==> src/rtl/axis_fifo_rd_port.sv <==
// Read-side AXI-Stream master for the async FIFO core. Prefetches core words
// into a two-entry registered buffer so tdata/tvalid come straight from flops
// and fifo_ren never depends on tready. Optional fixed-length tlast framing.
module axis_fifo_rd_port #(
  parameter int DW      = 8,
  parameter int PKT_LEN = 0,
  parameter int CW      = (PKT_LEN > 1) ? $clog2(PKT_LEN) : 1
) (
  input  logic          clk,
  input  logic          rst,
  input  logic          fifo_empty,
  input  logic [DW-1:0] fifo_rdata,
  output logic          fifo_ren,
  output logic          m_axis_tvalid,
  input  logic          m_axis_tready,
  output logic [DW-1:0] m_axis_tdata,
  output logic          m_axis_tlast,
  output logic [1:0]    level
);

  typedef enum logic [1:0] {
    OCC0 = 2'd0,
    OCC1 = 2'd1,
    OCC2 = 2'd2
  } occ_t;

  localparam logic [CW-1:0] LAST_BEAT = CW'((PKT_LEN > 1) ? (PKT_LEN - 1) : 0);

  occ_t          occ;
  logic [DW-1:0] e0;
  logic [DW-1:0] e1;
  logic [CW-1:0] beat;
  logic          push;
  logic          pop;
  logic          beat_last;

  // Pop request depends only on reset, core flag and registered occupancy.
  assign fifo_ren      = ~rst & ~fifo_empty & (occ != OCC2);
  assign push          = fifo_ren;
  assign m_axis_tvalid = (occ != OCC0);
  assign pop           = m_axis_tvalid & m_axis_tready;
  assign m_axis_tdata  = e0;
  assign level         = occ;
  assign beat_last     = (beat == LAST_BEAT);

  // For PKT_LEN < 2 beat never leaves 0, so only the PKT_LEN selector matters.
  assign m_axis_tlast  = (PKT_LEN == 0) ? 1'b0 :
                         (PKT_LEN == 1) ? m_axis_tvalid :
                                          (m_axis_tvalid & beat_last);

  // Occupancy and buffer data movement; e0 is always the head beat.
  always_ff @(posedge clk) begin
    if (rst) begin
      occ <= OCC0;
      e0  <= '0;
      e1  <= '0;
    end else begin
      case ({push, pop})
        2'b10: begin
          if (occ == OCC0) begin
            e0  <= fifo_rdata;
            occ <= OCC1;
          end else begin
            e1  <= fifo_rdata;
            occ <= OCC2;
          end
        end
        2'b01: begin
          if (occ == OCC2) begin
            e0  <= e1;
            occ <= OCC1;
          end else begin
            occ <= OCC0;
          end
        end
        // Simultaneous push/pop only happens at OCC1: head is replaced in place.
        2'b11: e0 <= fifo_rdata;
        default: ;
      endcase
    end
  end

  // Beat-within-packet counter, advanced by each accepted beat.
  always_ff @(posedge clk) begin
    if (rst) begin
      beat <= '0;
    end else if (pop && (PKT_LEN > 1)) begin
      beat <= beat_last ? '0 : beat + 1'b1;
    end
  end

endmodule
==> config.mk <==
export PLATFORM = sky130hd
export DESIGN_NAME = axis_fifo_rd_port
export DESIGN_NICKNAME = d
export VERILOG_FILES = /design/src/rtl/axis_fifo_rd_port.sv
export SDC_FILE = /design/constraint.sdc
export NUM_CORES = 1
export LEC_CHECK = 0
export ABC_CLOCK_PERIOD_IN_PS = 2750
export CELL_PAD_IN_SITES_DETAIL_PLACEMENT = 2
export CELL_PAD_IN_SITES_GLOBAL_PLACEMENT = 2
export CORE_ASPECT_RATIO = 0.75
export CORE_MARGIN = 8
export CORE_UTILIZATION = 29
export DETAILED_ROUTE_END_ITERATION = 8
export PLACE_DENSITY_LB_ADDON = 0.05
export SYNTH_ARGS = -nofsm -noshare
export SYNTH_HDL_FRONTEND = slang
export SYNTH_SLANG_ARGS = --single-unit
==> constraint.sdc <==
create_clock -name clk -period 2.75 [get_ports clk]
set_clock_uncertainty 0.2 [all_clocks]
set_input_delay 0.4125 -clock clk [delete_from_list [all_inputs] [get_ports clk]]
set_output_delay 0.4125 -clock clk [all_outputs]
set_load 0.1 [all_outputs]
==> results_dict.tcl <==
set metrics [dict create \
    cts.repair.resized 0 \
    preCtsSetupSlack_ps 201 \
    rsz_0062_raised_after_global_routing "no" \
    cts_buf_count 3 \
    synth.top_cells.by_area "sky130_fd_sc_hd__dfxtp_1, sky130_fd_sc_hd__mux2i_1, sky130_fd_sc_hd__a211oi_2, sky130_fd_sc_hd__a211oi_1, sky130_fd_sc_hd__ha_1" \
    critical-path-slowest-cell "sky130_fd_sc_hd__clkdlybuf4s50_1" \
    hold_buffers 0 \
    achievable-frequency_ghz 0.435 \
    yosys.cell_count.top_type "sky130_fd_sc_hd__dfxtp_1" \
    synth_top_area_share_pct 38.7 \
    dr.first_iter.drc_count 1 \
    worst_setup_hold_path_clk_slew_ps 70 \
    syn-num-nets 99 \
    avgViaCountPerCell 4.95 \
    port_buf_inserts 23 \
    yosys-top-cells-count "sky130_fd_sc_hd__dfxtp_1, sky130_fd_sc_hd__mux2i_1, sky130_fd_sc_hd__a211oi_1" \
    place.gp.congestion 0.685 \
    setup_tns_ps 0 \
    final_nets 124 \
    power.density_cell_area_nw_per_um2 887 \
    worst_hold_slack_ps 298 \
    worst_r2r_startpoint "level[0]$_SDFFE_PP0P_" \
    max-cap-violations 0 \
    ys.flop_type "sky130_fd_sc_hd__dfxtp_1" \
    synth_top_family_by_area "compound AO/OA/AOI/OAI gates" \
    outcome "completed" \
    synth_sequential_area_ratio_pct 38.7 \
    drt-pass1-iter-count 2 \
    crit_required_ps 2730 \
    worst_setup_path_end_kind "register" \
    mappedNetlistArea_um2 932 \
    antennaDiodeCount 0 \
    placeableCoreArea_um2 3000 \
    yosys.area_share.simple_pct 7.92 \
    drcViolationCount 0 \
    placedInstanceArea_um2 1180 \
    post-dp-hpwl_um 1860 \
    max_stage_delay_ps 440 \
    power.ir.vdd_worst_mv 0.297 \
    synth_fa_ha_area_share_pct 4.03 \
    cts-htree-levels 1 \
    cp_num_buf_inv 2 \
    area.growth.synth_to_final_pct 32.9 \
    dieHeight_um 65.1 \
    worst_slack_ps 450 \
    grt_pass1_vias 783 \
    postRouteAntennaNets 0 \
    cts_tree "done" \
    synth-warning-count 0 \
    setup_viol 0 \
    synth_xor_xnor_area_share_pct 0.940 \
    synth-edff-count 0 \
    crit_chain "clkdlybuf4s50_1 > a211o_2 > clkinvlp_4 > ha_1 > mux2i_4 > a21o_4 > a211oi_2" \
    tritoncts_num_sinks 18 \
    gr_util_all_layers_pct 10.2 \
    grt-ovfl-total 0 \
    timing_max_transition_violations_final 0 \
    cells_after_synth 84 \
    cts.root.buffer_cell "sky130_fd_sc_hd__clkbuf_8" \
    timing.final.hold_violations 0 \
    startpoint "rst" \
    critPathTopFamily "compound AO/OA/AOI/OAI gates" \
    routed-via-count 723 \
    clock_path_buffers 2 \
    avgRoutedWirePerCell_um 17.5 \
    clk-insertion-delay-late_ps 250 \
    cell_type_with_the_highest_aggregate_area_in_the_netlist "sky130_fd_sc_hd__dfxtp_1" \
    drive_gt1_share_pct 33.3 \
    synth_mux_area_share_pct 19.6 \
    synth.avg_cell_area_um2 11.1 \
    drt-total-wl_um 2550 \
    netlist_cell_types 24 \
    finalCoreUtilization_pct 41.3 \
    finalCritPeriodShare_pct 83.6 \
    postSynth.asyncResetShare_pct 0 \
    p_leak_nw 0.501 \
    std_cell_rows 17 \
    antenna_found_initial 0 \
    worstHoldPathType "register to register" \
    chipWidth_um 81.5 \
    postSynthRegisterBits 18 \
    period_minus_slack_ps 2300 \
    timing.critical_path.from_type "input pin" \
    initial_utilization_pct 31.1 \
    floorplan.io_pins 25 \
    grt_max_degree 19 \
    post_cts_setup_buffers 0 \
    synth-compound-area-share_pct 23.5 \
    wire_length_of_the_first_global_routing_pass_um 4140 \
    timing.critical_path.fanout_max 9 \
    hp-start "e1[2]$_SDFFE_PP0P_" \
    design.die.area_um2 5300 \
    fin_area_um2 1240 \
    cp_data_arrival_time_ps 2280 \
    worst-setup-path-type "input pin to register" \
]
[report_power, final]
group / total [mW] / internal, mW / switching, mW
Combinational: 0.552 / 0.150 / 0.402
Clock: 0.216 / 0.127 / 0.0885
Sequential: 0.330 / 0.299 / 0.0315
Total: 1.10 / 0.576 / 0.522
[cell type report]
| type | count | area [um2] |
|---|---|---|
| Multi-Input combinational cell | 58 | 526 |
| Fill cell | 315 | 1760 |
| Inverter | 3 | 15.0 |
| Sequential cell | 18 | 368 |
| Clock buffer | 4 | 55.1 |
| Timing Repair Buffer | 25 | 228 |
| Tap cell | 38 | 47.5 |
[sequential cells by signal (all words and copies together), names as in the netlist]
register / cells
level: 2
m_axis_tdata: 8
e1: 8
[final timing paths]
check | endpoint | slack (ps) | cells past startpoint
worst min register to register | e1[2]$_SDFFE_PP0P_ | 300 | 2
worst max register to register | m_axis_tdata[6]$_SDFFE_PP0P_ | 520 | 7
worst min-delay path | e1[2]$_SDFFE_PP0P_ | 300 | 2
worst max-delay path | m_axis_tdata[6]$_SDFFE_PP0P_ | 450 | 7
[worst min-delay path: cells and delay by family (launching register included)]
| family | cells | cell delay [ps] |
|---|---|---|
| flops | 1 | 330 |
| mux | 1 | 70 |
| simple gates | 1 | 70 |
[cell families (layout without fill, tap and decap cells)]
group / Yosys count / count (layout)
flip-flops: 18 / 18
other: 1 / 1
adder cells (fa/ha/maj): 3 / 3
AND/OR/NAND/NOR: 14 / 14
multiplexers: 17 / 17
XOR/XNOR: 1 / 1
buffers and inverters: 8 / 32
AO/OA/AOI/OAI: 22 / 22
[metal layers]
metal	GRT usage [%]	part of all wire, %	vias up
li1	-	-	356
met1	12.4	45	350
met2	16.1	48	15
met3	4.62	6.6	2
met4	2.67	0.55	0
met5	0	0	-
[cells in the final DEF (no fill, tap or decap), types with 2 or more instances in the layout]
cell	n
sky130_fd_sc_hd__a21oi_1	2
sky130_fd_sc_hd__buf_4	13
sky130_fd_sc_hd__clkbuf_8	4
sky130_fd_sc_hd__ha_1	3
sky130_fd_sc_hd__dfxtp_1	16
sky130_fd_sc_hd__nor2_1	8
sky130_fd_sc_hd__clkdlybuf4s50_1	11
sky130_fd_sc_hd__dfxtp_4	2
sky130_fd_sc_hd__mux2i_1	16
sky130_fd_sc_hd__inv_1	2
sky130_fd_sc_hd__a211oi_2	8
sky130_fd_sc_hd__a211oi_1	9
[through the flow]
stage | cells | total power [mW]
floorplan | 84 | 0.772
global placement | 142 | 0.883
detailed placement | 142 | 0.890
CTS | 146 | 1.12
global route | 146 | 1.15
finish | 146 | 1.10
Power figures use the tool's default switching activity.
==> patch 1 (same settings) <==
Set the parameter `DW` to 6 (it was 8).
--- a/src/rtl/axis_fifo_rd_port.sv
+++ b/src/rtl/axis_fifo_rd_port.sv
@@ -2,7 +2,7 @@
 // into a two-entry registered buffer so tdata/tvalid come straight from flops
 // and fifo_ren never depends on tready. Optional fixed-length tlast framing.
 module axis_fifo_rd_port #(
-  parameter int DW      = 8,
+  parameter int DW      = 6,
   parameter int PKT_LEN = 0,
   parameter int CW      = (PKT_LEN > 1) ? $clog2(PKT_LEN) : 1
 ) (
Ports: changed (resized fifo_rdata and m_axis_tdata); port bits go from 25 to 21. The function was not compared with the original's and may differ.
==> patch 1 against the unedited design <==
Synthesized area shrank 25%; total power down 27%; worst setup slack improved by 0.015 ns; synthesized cell count is 18% lower; critical path depth shrank 1; wire length shrank 23%; final area fell by 24%; sequential cell count down 4; critical endpoint is now m_axis_tdata[2]; largest power group unchanged.
==> patch 1: results (changes against the unedited design) <==
| Metric | Value |
|---|---|
| Leakage | `0.000396 uW (-21%)` |
| CTS Root Cell | `clkbuf_4` |
| 1st-iter DRT viols | `17 (+16)` |
| Hpwl dp | `1560 um (-16%)` |
| Synth cell types | `21 (-13%)` |
| Synth Area in Compound Gates | `19.3% (-4.2 points)` |
| Synth area leaders | `dfxtp_1 (40%), mux2i_1 (17%), a211oi_1 (14%)` |
| # nets final | `104 (-16%)` |
| Worst Path Max Fanout | `7 (-2)` |
| DR pass1 iterations | `3 (+1)` |
| Post-Syn Nets | `82 (-17%)` |
| Post-synthesis sequential area ratio | `39.9% (+1.3 points)` |
| Clock latency on the worst-skew pair | `0.28 ns (+0.03 ns)` |
| Synth Area in XOR/XNOR | `1.25% (+0.31 points)` |
| Final Non-Filler Cells | `124 (-15%)` |
| Worst Setup EP | `m_axis_tdata[2]` |
| Worst-path clk slew | `0.09 ns (+0.02 ns)` |
| Worst-case reg-to-reg path depth | `6 (-1)` |
| GP Congestion | `0.789 (+15%)` |
| Syn_area_per_cell | `10.2 sq um (-8.3%)` |
| Total global-route track usage | `10.3% (+0.062 points)` |
| Post-place instance area | `912 sq um (-23%)` |
| Post-synthesis mux area share | `19.1% (-0.52 points)` |
| Ratio of cells with drive above 1 in the final layout | `26.7% (-6.7 points)` |
| Post-synth top cells | `dfxtp_1 (14), a211oi_1 (13), mux2i_1 (12)` |
| Status | `complete, no violations` |
-- patch 1: worst min-delay path by stage --
stage,start,endpoint,slack [ns],cells after the start
after floorplan,e1[0],e1[0],0.26,2
after global placement,e1[0],e1[0],0.27,2
after detailed placement,e1[3],e1[3],0.29,2
after CTS,e1[3],e1[3],0.31,2
after global routing,e1[3],e1[3],0.33,2
final,e1[3],e1[3],0.30,2
-- patch 1: area by class of cell --
type                            instances  area, sq um
Clock buffer                            4         26.3
Fill cell                             264         1350
Inverter                                3         15.0
Multi-Input combinational cell         48          377
Sequential cell                        14          285
Tap cell                               34         42.5
Timing Repair Buffer                   21          193
-- patch 1: cells by family after synthesis --
| family | after synthesis |
|---|---|
| buffers and inverters | 7 |
| and+or+nand+nor | 12 |
| adders and majority gates | 3 |
| AOI/OAI and AO/OA | 18 |
| other | 1 |
| xor gates and xnor gates | 1 |
| muxes | 13 |
| DFF | 14 |
-- patch 1: where the power goes --
part / leakage [uW] / internal [uW] / switching (uW)
Sequential: 0.000116 / 232 / 23.3
Combinational: 0.000266 / 110 / 311
Clock: 0.0000150 / 56.3 / 68.6
Total: 0.000396 / 398 / 403
-- patch 1: worst max-delay path, cell delays in order, from the launching register on --
cell      delay (ns)
dfxtp_2         0.41
inv_1           0.10
a211o_2         0.38
ha_1            0.31
nor3_2          0.42
a211oi_1        0.10
a211oi_1        0.27
-- patch 1: routing by layer --
layer  vias to the layer above  track usage [%]  part of all wire (%)
met5                         -                0                     0
met4                         0             1.70                     0
met3                         0             4.41                   6.0
met2                        16             17.4                    46
met1                       278             11.9                    48
li1                        290                -                     -
-- patch 1: through the flow --
step           worst slack [ns]  hold slack, ns
3_5_place_dp              0.183           0.288
3_3_place_gp              0.240           0.275
4_1_cts                   0.423           0.309
6_report                  0.465           0.298
2_1_floorplan            0.0882           0.263
5_1_grt                   0.291           0.334
==> patch 2 (same settings) <==
Made on the original files. Reset style: asynchronous (`rst`), changed in 2 clocked blocks.
--- a/src/rtl/axis_fifo_rd_port.sv
+++ b/src/rtl/axis_fifo_rd_port.sv
@@ -49,7 +49,7 @@
                                           (m_axis_tvalid & beat_last);
 
   // Occupancy and buffer data movement; e0 is always the head beat.
-  always_ff @(posedge clk) begin
+  always_ff @(posedge clk or posedge rst) begin
     if (rst) begin
       occ <= OCC0;
       e0  <= '0;
@@ -81,7 +81,7 @@
   end
 
   // Beat-within-packet counter, advanced by each accepted beat.
-  always_ff @(posedge clk) begin
+  always_ff @(posedge clk or posedge rst) begin
     if (rst) begin
       beat <= '0;
     end else if (pop && (PKT_LEN > 1)) begin
Function: differs if rst is asserted again (counterexample within 4 cycles, from zero or initial values and one cycle with rst high); with rst held inactive, the same outputs for 10 cycles.
==> patch 2 against the unedited design <==
Core utilization down 0.70 points; largest power group unchanged; final area down 6.6%; synthesized area down 10%; critical path type is now in -> out; total power up 4.9%; sequential cell count unchanged; highest routed layer unchanged; wire length down 25%; worst setup slack worse by 0.0054 ns; hold slack better by 0.0074 ns.
==> patch 2: results (changes against the unedited design) <==
| Metric | Value |
|---|---|
| Hold Path Stages | `1 (-1)` |
| Post-place instance area | `1120 sq um (-5.7%)` |
| CTS Root Cell | `clkbuf_8` |
| Synth area leaders | `dfrtp_1 (54%), mux2_2 (32%), nor4_4 (2.5%)` |
| Post-synthesis sequential area ratio | `53.8% (+15 points)` |
| Ratio of cells with drive above 1 in the final layout | `55.2% (+22 points)` |
| Leakage | `0.000494 uW (-1.4%)` |
| Post-Syn Nets | `71 (-28%)` |
| First-pass GRT wire length | `3160 um (-24%)` |
| Dpl cells | `122 (-14%)` |
| Worst-case reg-to-reg path depth | `4 (-3)` |
| Final Non-Filler Cells | `125 (-14%)` |
| Met2 Wirelength | `925 um (-24%)` |
| Worst Path Max Fanout | `4 (-5)` |
| Final wirelength | `1920 um (-25%)` |
| DR WL met3 | `127 um (-25%)` |
| Post-synth top cells | `mux2_2 (24), dfrtp_1 (18), a21oi_1 (2), nor2_1 (2)` |
| Synth Flop Type | `dfrtp_1` |
| R2R Path Start | `level[1]` |
| Clk buf depth | `2 (unchanged)` |
| ANT cells | `0 (unchanged)` |
| GP Congestion | `0.630 (-8.1%)` |
| Vias per inst | `4.50 (-9.0%)` |
| Total global-route track usage | `8.14% (-2.1 points)` |
| 1st-iter DRT viols | `16 (+15)` |
| Resize count post-CTS | `0 (unchanged)` |
| Hpwl dp | `1420 um (-23%)` |
| Synth cell types | `17 (-29%)` |
| Rel. slew slack | `53.3%` |
| Vias in the first global route | `644 (-18%)` |
| Ys async rst share | `100% (+100 points)` |
| Worst Setup EP | `fifo_ren` |
| Fill cell count | `305 (-3.2%)` |
| Met1 wire length | `856 um (-26%)` |
| Reg-to-reg critical path endpoint | `m_axis_tdata[0]` |
| Syn_area_per_cell | `14.2 sq um (+28%)` |
| Status | `complete, no violations` |
| Post-CTS setup buffer count | `0 (unchanged)` |
| # nets final | `101 (-19%)` |
| Maximum VDD drop | `0.334 mV (+12%)` |
| R2R setup slack | `0.76 ns (+0.24 ns)` |
patch 2: how the worst min path moves through the flow:
stage                        to  start  slack (ns)
after floorplan           e1[0]    rst        0.15
after global placement    e1[6]  e1[6]        0.28
after detailed placement  e1[4]  e1[4]        0.29
after CTS                 e1[4]  e1[4]        0.31
after global routing      e1[4]  e1[4]        0.32
final                     e1[5]  e1[5]        0.30
patch 2: power by group:
group / switching [uW] / leakage (uW) / internal, uW / total, uW
combinational: 421 / 0.000255 / 164 / 584
sequential: 45.1 / 0.000218 / 346 / 391
clock: 79.4 / 0.0000216 / 97.0 / 176
total: 545 / 0.000494 / 607 / 1150
patch 2: final cells by class:
cell class                 instances  area (sq um)  share of cell area (%)
timing repair buffer              26           235                    20.3
tap                               38          47.5                    4.11
sequential                        18           450                    38.9
clock buffer                       3          41.3                    3.57
multi-input combinational         38           375                    32.4
inverter                           2          7.51                   0.649
patch 2: critical path, cell delays in order:
cell and delay, ns:
clkdlybuf4s50_1 0.50, nor2_1 0.20, buf_4 0.17, a21boi_2 0.21
buf_12 0.20
patch 2: metrics by stage:
stage          hold slack (ns)  worst slack (ns)
6_report                 0.305             0.445
2_1_floorplan            0.151            0.0825
5_1_grt                  0.325             0.365
3_3_place_gp             0.283             0.281
3_5_place_dp             0.294             0.263
4_1_cts                  0.309             0.433
patch 2: cells by family (layout without fill, tap and decap cells):
kind of cell	Yosys count	after routing	share of synthesized area, %
multiplexers	24	24	32.3
flip-flops	18	18	53.8
AO/OA/AOI/OAI	7	7	6.43
buffers and inverters	3	31	1.79
other	1	1	0.448
AND/OR/NAND/NOR	6	6	5.23
patch 2: routing by layer:
metal  GRT usage (%)  vias up
li1                -      266
met1            9.27      282
met2            13.1       13
met3            4.60        2
met4            1.38        0
met5               0        -
